===== src/rtl/cpu_lsu_pkg.sv =====
// rtl/cpu_lsu_pkg.sv - shared types and helpers for the load/store unit
package cpu_lsu_pkg;

  typedef enum logic [2:0] {
    LB  = 3'd0,
    LBU = 3'd1,
    LH  = 3'd2,
    LHU = 3'd3,
    LW  = 3'd4,
    SB  = 3'd5,
    SH  = 3'd6,
    SW  = 3'd7
  } lsu_op_t;

  typedef enum logic [1:0] {
    IDLE = 2'd0,
    REQ  = 2'd1,
    WAIT = 2'd2
  } lsu_state_t;

  localparam logic [1:0] EXC_LOAD_MISALIGN  = 2'd1;
  localparam logic [1:0] EXC_STORE_MISALIGN = 2'd2;
  localparam logic [1:0] EXC_BUS_TIMEOUT    = 2'd3;

  function automatic logic op_is_store(input lsu_op_t op);
    return (op == SB) || (op == SH) || (op == SW);
  endfunction

  function automatic logic op_aligned(input lsu_op_t op, input logic [1:0] lo);
    case (op)
      LB, LBU, SB:  return 1'b1;
      LH, LHU, SH:  return ~lo[0];
      default:      return (lo == 2'b00);
    endcase
  endfunction

endpackage


===== src/rtl/cpu_lsu_align.sv =====
// rtl/cpu_lsu_align.sv - store lane replication/byte enables and load extract/extend
module cpu_lsu_align
  import cpu_lsu_pkg::*;
(
  input  lsu_op_t     op,
  input  logic [1:0]  addr_lo,
  input  logic [31:0] store_src,
  input  logic [31:0] rdata,
  output logic [3:0]  byte_enable,
  output logic [31:0] store_data,
  output logic [31:0] load_data
);

  logic [31:0] shifted;

  always_comb begin
    byte_enable = 4'b0000;
    store_data  = 32'd0;
    load_data   = 32'd0;
    shifted     = rdata >> {addr_lo, 3'b000};
    case (op)
      SB: begin
        byte_enable = 4'b0001 << addr_lo;
        store_data  = {4{store_src[7:0]}};
      end
      SH: begin
        byte_enable = addr_lo[1] ? 4'b1100 : 4'b0011;
        store_data  = {2{store_src[15:0]}};
      end
      SW: begin
        byte_enable = 4'b1111;
        store_data  = store_src;
      end
      LB:      load_data = {{24{shifted[7]}}, shifted[7:0]};
      LBU:     load_data = {24'd0, shifted[7:0]};
      LH:      load_data = {{16{shifted[15]}}, shifted[15:0]};
      LHU:     load_data = {16'd0, shifted[15:0]};
      default: load_data = shifted;
    endcase
  end

endmodule


===== src/rtl/cpu_lsu.sv =====
// rtl/cpu_lsu.sv - load/store unit between execute stage and the data-cache port
module cpu_lsu
  import cpu_lsu_pkg::*;
#(
  parameter int unsigned TIMEOUT = 15
) (
  input  logic        clock,
  input  logic        reset_n,
  input  logic        in_valid,
  output logic        in_ready,
  input  logic [2:0]  in_op,
  input  logic [31:0] in_addr,
  input  logic [31:0] in_wdata,
  input  logic [4:0]  in_dest,
  output logic        cpud_request,
  output logic [31:0] cpud_addr,
  output logic        cpud_write,
  output logic [3:0]  cpud_byte_enable,
  output logic [31:0] cpud_wdata,
  input  logic [31:0] cpud_rdata,
  input  logic        cpud_ack,
  output logic        wb_valid,
  output logic [4:0]  wb_dest,
  output logic [31:0] wb_data,
  output logic        exc_valid,
  output logic [1:0]  exc_cause,
  output logic [31:0] exc_addr
);

  localparam logic [7:0] TIMEOUT_LAST = 8'(TIMEOUT - 1);

  lsu_state_t  state, state_nx;
  lsu_op_t     op_q;
  lsu_op_t     in_op_e;
  logic [31:0] addr_q;
  logic [31:0] wdata_q;
  logic [4:0]  dest_q;
  logic [7:0]  wait_cnt;

  logic        accept;
  logic        in_aligned;
  logic        ack_wait;
  logic        timeout_hit;
  logic [3:0]  be;
  logic [31:0] st_data;
  logic [31:0] ld_data;

  assign in_op_e     = lsu_op_t'(in_op);
  assign ack_wait    = (state == WAIT) && cpud_ack;
  assign in_ready    = (state == IDLE) || ack_wait;
  assign accept      = in_valid && in_ready;
  assign in_aligned  = op_aligned(in_op_e, in_addr[1:0]);
  // An ack in the last allowed cycle takes priority over the timeout.
  assign timeout_hit = (state == WAIT) && !cpud_ack && (wait_cnt == TIMEOUT_LAST);

  cpu_lsu_align u_align (
    .op          (op_q),
    .addr_lo     (addr_q[1:0]),
    .store_src   (wdata_q),
    .rdata       (cpud_rdata),
    .byte_enable (be),
    .store_data  (st_data),
    .load_data   (ld_data)
  );

  always_comb begin
    state_nx = state;
    unique case (state)
      IDLE: if (accept && in_aligned) state_nx = REQ;
      REQ:  state_nx = WAIT;
      WAIT: begin
        if (cpud_ack)         state_nx = (accept && in_aligned) ? REQ : IDLE;
        else if (timeout_hit) state_nx = IDLE;
      end
      default: state_nx = IDLE;
    endcase
  end

  assign cpud_request     = (state == REQ);
  assign cpud_addr        = cpud_request ? addr_q : 32'd0;
  assign cpud_write       = cpud_request && op_is_store(op_q);
  assign cpud_byte_enable = cpud_request ? be : 4'b0000;
  assign cpud_wdata       = cpud_request ? st_data : 32'd0;

  always_ff @(posedge clock or negedge reset_n) begin
    if (!reset_n) begin
      state     <= IDLE;
      op_q      <= LW;
      addr_q    <= 32'd0;
      wdata_q   <= 32'd0;
      dest_q    <= 5'd0;
      wait_cnt  <= 8'd0;
      wb_valid  <= 1'b0;
      wb_dest   <= 5'd0;
      wb_data   <= 32'd0;
      exc_valid <= 1'b0;
      exc_cause <= 2'd0;
      exc_addr  <= 32'd0;
    end else begin
      state     <= state_nx;
      wb_valid  <= 1'b0;
      exc_valid <= 1'b0;

      if (accept) begin
        op_q    <= in_op_e;
        addr_q  <= in_addr;
        wdata_q <= in_wdata;
        dest_q  <= in_dest;
      end

      if ((state == WAIT) && !cpud_ack && !timeout_hit) wait_cnt <= wait_cnt + 8'd1;
      else                                              wait_cnt <= 8'd0;

      // Load data is extracted from the old op registers before they reload.
      if (ack_wait && !op_is_store(op_q)) begin
        wb_valid <= 1'b1;
        wb_dest  <= dest_q;
        wb_data  <= ld_data;
      end

      if (accept && !in_aligned) begin
        exc_valid <= 1'b1;
        exc_cause <= op_is_store(in_op_e) ? EXC_STORE_MISALIGN : EXC_LOAD_MISALIGN;
        exc_addr  <= in_addr;
      end else if (timeout_hit) begin
        exc_valid <= 1'b1;
        exc_cause <= EXC_BUS_TIMEOUT;
        exc_addr  <= addr_q;
      end
    end
  end

endmodule


===== config.mk =====
export PLATFORM = sky130hd
export DESIGN_NAME = cpu_lsu
export DESIGN_NICKNAME = d
export VERILOG_FILES = /design/src/rtl/cpu_lsu_pkg.sv /design/src/rtl/cpu_lsu_align.sv /design/src/rtl/cpu_lsu.sv
export SDC_FILE = /design/constraint.sdc
export NUM_CORES = 1
export LEC_CHECK = 0
export BUFFER_PORTS_ARGS = -buffer_cell sky130_fd_sc_hd__buf_2
export CAP_MARGIN = 0
export CORE_UTILIZATION = 52
export CTS_CLUSTER_DIAMETER = 100
export CTS_CLUSTER_SIZE = 12
export DETAILED_ROUTE_END_ITERATION = 8
export PLACE_DENSITY = 0.81
export SYNTH_ARGS = -nofsm -noshare
export SYNTH_HDL_FRONTEND = slang
export SYNTH_HIERARCHICAL = 1
export SYNTH_SLANG_ARGS = --single-unit

===== constraint.sdc =====
create_clock -name clock -period 2.45 [get_ports clock]
set_input_delay 0.49 -clock clock [delete_from_list [all_inputs] [get_ports clock]]
set_output_delay 0.49 -clock clock [all_outputs]
set_load 0.03 [all_outputs]

==> results of run 1 <==
## routing by layer
metal | vias to the layer above | routed length (um)
met1 | 3089 | 8540
met5 | - | 0
met4 | 0 | 430
li1 | 2983 | -
met2 | 258 | 9490
met3 | 35 | 1640
## critical path, delay by kind of cell (launching register included)
family                 cells  cell delay [ns]
and+or+nand+nor            4             0.65
DFF                        1             0.47
AOI/OAI and AO/OA          1             0.19
buffers and inverters      1             0.17
## cells in the mapped netlist, types with 2 or more instances
cell type,n,area (um^2)
dfrtp_1,154,3850
mux2_2,109,1230
and2_1,80,500
clkbuf_1,37,139
mux2i_1,34,340
nor2_1,34,128
a21o_1,31,233
nand2_1,29,109
o21ai_0,25,125
a21oi_1,23,115
a211oi_1,19,143
nor2b_1,18,113
a22o_1,17,149
o21ai_1,14,70.1
a22oi_1,13,97.6
o2bb2ai_1,8,70.1
inv_1,6,22.5
nand3_1,6,30.0
buf_2,5,25.0
buf_6,5,56.3
xnor2_1,5,43.8
nand2b_1,3,18.8
xor2_1,3,26.3
and3_1,2,12.5
ha_1,2,25.0
## cell type report
| type | instances | area (um^2) |
|---|---|---|
| multi-input cells | 491 | 3800 |
| diodes | 1 | 2.50 |
| repair buffers | 282 | 1640 |
| flip-flops and latches | 155 | 3880 |
| clock inverters | 10 | 143 |
| inverters | 7 | 26.3 |
| well taps | 184 | 230 |
| clock buffers | 22 | 454 |
| fillers | 1139 | 4470 |
## path summary, 6_finish.rpt
| path | startpoint | end | slack, ns | cells after the start |
|---|---|---|---|---|
| worst min-delay path | reset_n | wdata_q[22] | 0.01 | 1 |
| worst max register to register | wait_cnt[0] | exc_addr[29] | 0.15 | 8 |
| max in group asynchronous | reset_n | op_q[2] | 1.71 | 2 |
| worst min register to register | exc_addr[21] | exc_addr[21] | 0.47 | 1 |
| worst max-delay path | op_q[1] | cpud_wdata[18] | 0.05 | 6 |
| min in group clock | in_addr[4] | exc_addr[4] | 0.29 | 3 |
## through the flow
stage / power, W / setup WS [ns] / hold WS, ns / cell area [um^2] / std cells
6_report: 0.0104 / 0.0544 / 0.0124 / 10200 / 1152
5_1_grt: 0.0109 / -0.0304 / 0.0437 / 10200 / 1152
3_3_place_gp: 0.00759 / 0.153 / 0.457 / 9430 / 1114
2_1_floorplan: 0.00641 / 0.259 / 0.194 / 7870 / 702
4_1_cts: 0.0104 / 0.00874 / 0.0183 / 10000 / 1146
3_5_place_dp: 0.00768 / 0.110 / 0.461 / 9430 / 1114
## where the power goes
group	total (W)	switching [W]	internal [W]	leakage, nW
registers	0.00380	0.000500	0.00330	1.90
clock network	0.00263	0.00100	0.00163	0.288
logic	0.00394	0.00240	0.00154	2.97
## cells by family (layout without fill, tap and decap cells)
family                   count (synthesis)  count (layout)  share of synthesized area, %
AO/OA/AOI/OAI                          154             154                          13.2
XOR/XNOR                                 8               8                         0.890
adder cells (fa/ha/maj)                  2               2                         0.318
buffers and inverters                   56             321                          3.28
flip-flops                             155             155                          49.3
multiplexers                           144             144                          20.1
other                                    0               1                             0
AND/OR/NAND/NOR                        183             183                          12.9
## flip-flops by register name, indices dropped and copies added (netlist names)
signal / count
exc_addr: 32
wait_cnt: 8
wb_data: 32
exc_valid: 1
addr_q: 32
exc_cause: 2
wdata_q: 32
wb_dest: 5
dest_q: 5
state: 2
op_q: 3
wb_valid: 1
## repair_timing
| action | CTS | global route |
|---|---|---|
| setup buffers | 0 | 3 |
| setup endpoints to repair | 10 | 38 |
| gates cloned | 0 | 2 |
| pin swaps | 0 | 2 |
| hold buffers | 0 | 0 |
| gates resized for setup | 5 | 21 |
==> results.md, run 1 <==
- RSZ-0062 raised after global routing: true
- Fraction of the yosys area taken by sequential cells: 49.3%
- Grt ovf: 0
- Grt met3 use: 7.23%
- Final Max Tran Viols: 0
- CP Cell Sequence: nor2b_4, or2_4, a22oi_2, nor2_1, and2_1, buf_2
- EDFF count, synth: 0
- Crit-path max FO: 7
- Root Driver: clkbuf_16
- Residual DRC: 38
- # H-tree levels: 4
- CP Launch Type: register
- Detail Placement HPWL: 14100 um
- Final WL: 20100 um
- Post-route ant nets: 0
- Skew-Pair Late Insertion Delay: 0.42 ns
- Total GRT Usage: 26.3%
- Synth Flop Type: dfrtp_1
- Die ar.: 15600 um^2
- Length of the first detailed-routing pass in iterations: 8
- Syn_area_per_cell: 11.2 um^2
- PwrDens: 1020 nW/um^2
- Clock transition at path regs: 0.06 ns
- Clock Path Buffers: 2
- Setup TNS: 0 ns
- Max cap viols: 0
- Die H: 125 um
- Initial DRC count: 405
- Synth-to-Final Area Change: 29.4%
- Max stage delay on crit path: 0.47 ns
- Clk sinks: 155
- Worst EP required: 1.96 ns
- Rows: 44
- Skew final: 0.00746 ns
- Final-stage net count: 1064
- Crit-path slowest cell: dfrtp_2
- VDD IR max: 0.484 mV
- Slew margin rel.: 61.3%
- Cell count after synthesis: 702
- IO Port Bufs: 251
- Failing checks: DRC
- Asr flop ratio synth: 100%
- Leak pwr: 5.16 nW
- Commonest cells after routing, fill and taps aside: buf_2, dfrtp_1, mux2_2
- Count of boundary I/O pins: 252
- Layout cells sized above 1: 45.7%
- Syn Std Cell Area: 7870 um^2
- GP Congestion: 0.826
- Critical path class: register to output port
- CTS tree: yes
- Crit end category: output port
- Initial antenna violation count: 1
- Fmax: 0.417 GHz
- Hold Fails Final Rpt: 0
- Final period util: 97.8%
- Vias in the first global route: 6132
- Via count: 6365
- Synth warn: 6
- Largest net degree at the start of global routing: 58
- Hold Crit Class: primary input to asynchronous set/reset pin
- Finished Core Util: 69.5%
- Final setup fails: 0
- Commonest non-fill, non-tap cell in the layout: buf_2
- Slew of the pin with the lowest slew margin: 0.580 ns
- Core area: 14600 um^2
- Initial Utilization: 53.7%
- First-pass GRT wire length: 32000 um
- Grt met2 use: 41.7%
- Arrival time worst endpoint: 1.91 ns
- GR Util met1: 34.2%
- Most used routing layer: met2
- DR WL/cell: 17.4 um
- Die width: 125 um
- Total CTS buffers: 17
- Status: finished with violations
- Syn_nets: 812
- Synth Register Bits: 155
- Yosys cell types: 45
- Time the worst path needs with I/O delays and setup: 2.40 ns
- Vias per inst: 5.53
No activity file was read; power rests on OpenSTA's default activity.
==> inputs of run 2 (changes only) <==
--- a/config.mk
+++ b/config.mk
@@ -7,11 +7,13 @@
 export LEC_CHECK = 0
 export BUFFER_PORTS_ARGS = -buffer_cell sky130_fd_sc_hd__buf_2
 export CAP_MARGIN = 0
+export CORE_MARGIN = 5
 export CORE_UTILIZATION = 52
 export CTS_CLUSTER_DIAMETER = 100
 export CTS_CLUSTER_SIZE = 12
 export DETAILED_ROUTE_END_ITERATION = 8
 export PLACE_DENSITY = 0.81
+export RECOVER_POWER = 25
 export SYNTH_ARGS = -nofsm -noshare
 export SYNTH_HDL_FRONTEND = slang
 export SYNTH_HIERARCHICAL = 1
==> results.md, run 2 (synthesis results as in run 1) <==
- GP Congestion: 0.887
- Time the worst path needs with I/O delays and setup: 2.36 ns
- ANT cells: 0
- CTS tree: yes
- IO Port Bufs: 251
- Buffers and inverters on the worst path: 3
- Via count: 6297
- CP Launch Type: register
- Crit end category: output port
- Max stage delay on crit path: 0.40 ns
- VDD IR max: 0.558 mV
- Leak pwr: 5.06 nW
- PwrDens: 1030 nW/um^2
- Initial Utilization: 52.3%
- Vias in the first global route: 6432
- Critical path's top delay family: buffers and inverters
- Die ar.: 17700 um^2
- CP Cell Sequence: buf_8, nor2_2, nor2_1, buf_6, and2_1, and2_1, clkbuf_4
- Slew margin rel.: 18.3%
- Total CTS buffers: 17
- Crit-path slowest cell: dfrtp_2
- Commonest non-fill, non-tap cell in the layout: buf_2
- Grt ovf: 0
- Critical path class: register to output port
- Pre-CTS setup slack: 0.117 ns
- First-pass GRT wire length: 33800 um
- Final Max Tran Viols: 0
- Status: completed
- # H-tree levels: 4
- Clk sinks: 155
- Layout cells sized above 1: 45.0%
- Synth-to-Final Area Change: 27.3%
- Initial DRC count: 454
- Hold Fails Final Rpt: 0
- Rows: 45
- Crit-path max FO: 23
- Die H: 133 um
- Die width: 133 um
- Vias per inst: 5.49
- Detail Placement HPWL: 15100 um
- Worst EP required: 1.96 ns
- Fmax: 0.424 GHz
- Hold Crit Class: primary input to register
- Residual DRC: 0
- Post-route setup slack: 0.0892 ns
- Post-route ant nets: 0
- Skew-Pair Late Insertion Delay: 0.41 ns
- Length of the first detailed-routing pass in iterations: 4
- Core area: 15000 um^2
- Total power: 0.0103 W
- Final period util: 96.4%
- Clock transition at path regs: 0.06 ns
- Final setup fails: 0
- Commonest cells after routing, fill and taps aside: buf_2, dfrtp_1, mux2_2
- Count of boundary I/O pins: 252
- CP dominant cell by count: and2_1
- Largest net degree at the start of global routing: 69
- RSZ-0062 raised after global routing: true
- Clock Path Buffers: 2
- Final-stage net count: 1055
- Arrival time worst endpoint: 1.87 ns
- Total GRT Usage: 23.8%
- Max cap viols: 0
- Skew final: 0.00579 ns
- Initial antenna violation count: 3
- Root Driver: clkbuf_16
- DR WL/cell: 18.1 um
- Slew of the pin with the lowest slew margin: 1.22 ns
- Final WL: 20800 um
run 2: changes by cell type in the layout (fill, tap and decap cells not counted), sizes merged:
cell / delta
buf: -10
bufinv: -1
inv: +2
clkinv: -2
diode: -1
clkinvlp: +3
clkbuf: -1
run 2: power breakdown:
group | internal [W] | total [W] | switching (W)
Combinational | 0.00148 | 0.00386 | 0.00237
Sequential | 0.00329 | 0.00380 | 0.000509
Clock | 0.00157 | 0.00263 | 0.00106
run 2: repair_timing:
action / 4_1_cts / 5_1_grt
hold buffers: 0 / 0
resized for setup: 1 / 16
endpoints found under the setup margin: 12 / 18
setup buffers: 1 / 0
run 2: final cells by class:
cell class              count  area, um^2
clock buffers              20         457
inverters                   7        26.3
flip-flops and latches    155        3880
well taps                 188         235
multi-input cells         491        3780
fillers                  1195        5020
clock inverters            12         139
repair buffers            273        1500
run 2: through the flow:
stage | hold slack [ns] | instances | setup TNS [ns] | cell area (um^2) | util, %
2_1_floorplan | 0.194 | 702 | 0 | 7870 | -
3_3_place_gp | 0.455 | 1113 | 0 | 9390 | 62.5
6_report | 0.303 | 1146 | 0 | 10000 | 66.6
3_5_place_dp | 0.459 | 1113 | 0 | 9390 | 62.5
5_1_grt | 0.294 | 1146 | -0.0111 | 10000 | 66.6
4_1_cts | 0.0195 | 1146 | -0.369 | 10000 | 66.5
run 2: layer usage:
layer | vias up | global-route usage (%) | wire (um)
met5 | - | 0 | 39
met4 | 6 | 6.52 | 276
met3 | 25 | 7.83 | 1870
met2 | 263 | 38.2 | 9980
met1 | 3039 | 31.1 | 8630
li1 | 2964 | - | -
run 2: final timing paths:
| path | from | endpoint | slack, ns | cells after the start |
|---|---|---|---|---|
| max | op_q[1] | cpud_wdata[1] | 0.09 | 7 |
| min | in_addr[31] | exc_addr[31] | 0.30 | 3 |
| max reg2reg | wait_cnt[0] | exc_addr[31] | 0.17 | 8 |
| min reg2reg | exc_addr[28] | exc_addr[28] | 0.48 | 1 |
| max in group asynchronous | reset_n | exc_addr[15] | 0.65 | 2 |
| min in group asynchronous | reset_n | wdata_q[12] | 0.31 | 1 |
run 2: tightest hold or removal path, cell delays in order:
cell,delay (ns)
buf_2,0.08
nand2_1,0.04
o21ai_1,0.06
==> inputs of run 3 (changes only) <==
--- a/config.mk
+++ b/config.mk
@@ -5,6 +5,7 @@
 export SDC_FILE = /design/constraint.sdc
 export NUM_CORES = 1
 export LEC_CHECK = 0
+export ABC_AREA = 1
 export BUFFER_PORTS_ARGS = -buffer_cell sky130_fd_sc_hd__buf_2
 export CAP_MARGIN = 0
 export CORE_MARGIN = 5
@@ -12,7 +13,7 @@
 export CTS_CLUSTER_DIAMETER = 100
 export CTS_CLUSTER_SIZE = 12
 export DETAILED_ROUTE_END_ITERATION = 8
-export PLACE_DENSITY = 0.81
+export PLACE_DENSITY = 0.8
 export RECOVER_POWER = 25
 export SYNTH_ARGS = -nofsm -noshare
 export SYNTH_HDL_FRONTEND = slang
==> results.md, run 3 <==
- Main combinational cell family by area after synthesis: simple AND/OR/NAND/NOR gates
- Total CTS buffers: 17
- Asr flop ratio synth: 100%
- Crit-path max FO: 8
- Most common cell in the netlist: nand2_1
- Hold Slack: 0.258 ns
- Reg2reg end: exc_cause[1]
- CTS tree: yes
- Hold path endpoint: wdata_q[27]
- Hold depth: 3
- Fraction of the yosys area taken by sequential cells: 46.0%
- Critical path class: register to output port
- DR WL/cell: 14.9 um
- Dpl cell area: 9850 um^2
- Count of boundary I/O pins: 252
- Initial DRC count: 889
- Crit-path slowest cell: dfstp_2
- Multiplexer share of the synthesized area: 0%
- Largest net degree at the start of global routing: 48
- GP Congestion: 0.875
- Fmax: 0.408 GHz
- Layout cells sized above 1: 23.7%
- Grt ovf: 0
- Skew-Pair Late Insertion Delay: 0.43 ns
- Top post-synthesis cells by count: nand2_1, dfrtp_1, inv_1, nand3_1, nor2_1
- Final WL: 25300 um
- First-pass GRT wire length: 40300 um
- Detail Placement HPWL: 17600 um
- Critical path's top delay family: flip-flops
- CP Cell Sequence: inv_2, nor3_4, buf_6, nand2_1, nand2_1, inv_1, nor2_1, buf_4
- Switch share: 40.7%
- Flop pwr share: 36.5%
- Largest area contributor in the netlist: dfrtp_1
- Layout Cells excl Fill: 1700
- CP dominant cell by count: nand2_1
- Top cell type's share of synthesized area: 45.6%
- Vias per inst: 5.11
- Net Switching: 0.00418 W
- Syn_nets: 1340
- Crit end category: output port
- R2R setup slack: 0.48 ns
- Vias in the first global route: 8196
- Initial Utilization: 53.1%
- Hold Fails Final Rpt: 0
- Slew margin rel.: 30.5%
- Hold Crit Class: primary input to register
- Post-route ant nets: 0
- Synth Register Bits: 155
- Length of the first detailed-routing pass in iterations: 6
- Die H: 137 um
- Final-stage net count: 1581
- CP Launch Type: register
- Rows: 46
- Yosys cell types: 29
- P_int: 0.00609 W
- Max stage delay on crit path: 0.57 ns
- Core area: 15900 um^2
- Clock power frac: 27.6%
- Clock Path Buffers: 2
- Synth Flop Type: dfrtp_1
- Syn_area_per_cell: 6.86 um^2
- Simple-gate share of the synthesized area: 38.1%
- Cell count after synthesis: 1230
- Die ar.: 18900 um^2
- Via count: 8693
- Area contributors post-synth: dfrtp_1, nand2_1, nand3_1
- Status: completed
- PwrDens: 962 nW/um^2
- Final Cell Area: 10700 um^2
- Worst r2r path cells: 8
- Clk sinks: 155
- Clock transition at path regs: 0.06 ns
- Fraction of the mapped netlist area in adder cells: 0.296%
- Hold Crit Start: in_wdata[27]
- IO Port Bufs: 251
- Initial antenna violation count: 0
- Post-synthesis xor/xnor area fraction: 0.104%
- Synth warn: 6
- Max cap viols: 0
- Compound-Gate Fraction of Synth Area: 4.46%
- Leak pwr: 6.23 nW
- Residual DRC: 0
- Final Max Tran Viols: 0
- Buffers and inverters on the worst path: 4
- Total GRT Usage: 27.0%
- Root Driver: clkbuf_16
- Syn Std Cell Area: 8440 um^2
- Commonest cells after routing, fill and taps aside: nand2_1, buf_2, dfrtp_1
- Time the worst path needs with I/O delays and setup: 2.45 ns
- Slew of the pin with the lowest slew margin: 1.04 ns
- Arrival time worst endpoint: 1.96 ns
- RSZ-0062 raised after global routing: true
- Post-route setup slack: 0.00180 ns
- Final setup fails: 0
- RR Startpoint: state[1]
- Synth-to-Final Area Change: 26.4%
- VDD IR max: 0.529 mV
- Commonest non-fill, non-tap cell in the layout: nand2_1
- DP Cell Count: 1659
- Logic pwr share: 36.0%
- Fillers: 1424
- # H-tree levels: 4
- Pre-CTS setup slack: 0.223 ns
- Final period util: 99.9%
- Skew final: 0.00821 ns
- EDFF count, synth: 0
- Worst EP required: 1.96 ns
- Die width: 137 um
==> run 3: how the worst max path moves through the flow <==
stage / from / endpoint / slack, ns / cells after the start
after global placement: op_q[2] / cpud_wdata[25] / 0.23 / 7
after CTS: op_q[2] / cpud_wdata[26] / 0.007 / 8
final: op_q[2] / cpud_wdata[15] / 0.002 / 8
after floorplan: state[0] / cpud_write / 0.27 / 5
after detailed placement: op_q[2] / cpud_wdata[25] / 0.22 / 7
after global routing: op_q[2] / cpud_byte_enable[2] / -0.09 / 8
==> run 3: cell families (layout without fill, tap and decap cells) <==
family | Yosys count | count (layout)
other cells | 0 | 1
buf+inv | 214 | 467
xor+xnor | 1 | 1
compound gates | 69 | 69
fa+ha+maj | 2 | 2
simple gates | 789 | 789
flops | 155 | 155
==> run 3: repair_timing <==
item | 4_1_cts | 5_1_grt
setup buffers | 5 | 3
hold buffers | 1 | 0
endpoints found under the setup margin | 29 | 29
gates resized for setup | 19 | 43
pin swaps | 3 | 2
endpoints found under the hold margin | 35 | 0
==> run 3: power groups by stage <==
| stage | Clock (W) | Sequential [W] | Combinational [W] |
|---|---|---|---|
| after floorplan | 0 | 0.00458 | 0.00162 |
| final | 0.00283 | 0.00375 | 0.00369 |
| after detailed placement | 0 | 0.00377 | 0.00361 |
| after global routing | 0.00299 | 0.00382 | 0.00406 |
| after CTS | 0.00286 | 0.00374 | 0.00368 |
| after global placement | 0 | 0.00375 | 0.00356 |
==> run 3: worst reg2reg max path, cell delays in order (launching register included) <==
cell and delay, ns:
dfrtp_1 0.37, nand2_1 0.13, nand3_4 0.09, clkinvlp_2 0.42, nand2_4 0.40, buf_12 0.22
nand2_1 0.10, nand2_1 0.09, nand2_1 0.05
==> run 3: layout make-up <==
class	count	area, um^2	area share, %
repair buffers	284	1650	15.4
diodes	1	2.50	0.0234
multi-input cells	861	3670	34.4
flip-flops and latches	155	3880	36.4
clock inverters	13	191	1.79
clock buffers	18	439	4.11
inverters	152	572	5.36
well taps	216	270	2.53
==> run 3: metrics by stage <==
step           setup TNS (ns)  total power (W)  utilization (%)
3_3_place_gp                0          0.00731             62.0
2_1_floorplan               0          0.00620                -
5_1_grt                 -1.52           0.0109             67.2
3_5_place_dp                0          0.00738             62.0
4_1_cts                     0           0.0103             66.8
6_report                    0           0.0103             67.2
==> run 3: layer usage <==
layer / routed length, um / vias up / global-route usage [%]
met2: 11900 / 421 / 42.4
met5: 0 / - / 0
met4: 532 / 0 / 8.92
met3: 2100 / 49 / 5.22
met1: 10700 / 4016 / 37.7
li1: - / 4207 / -
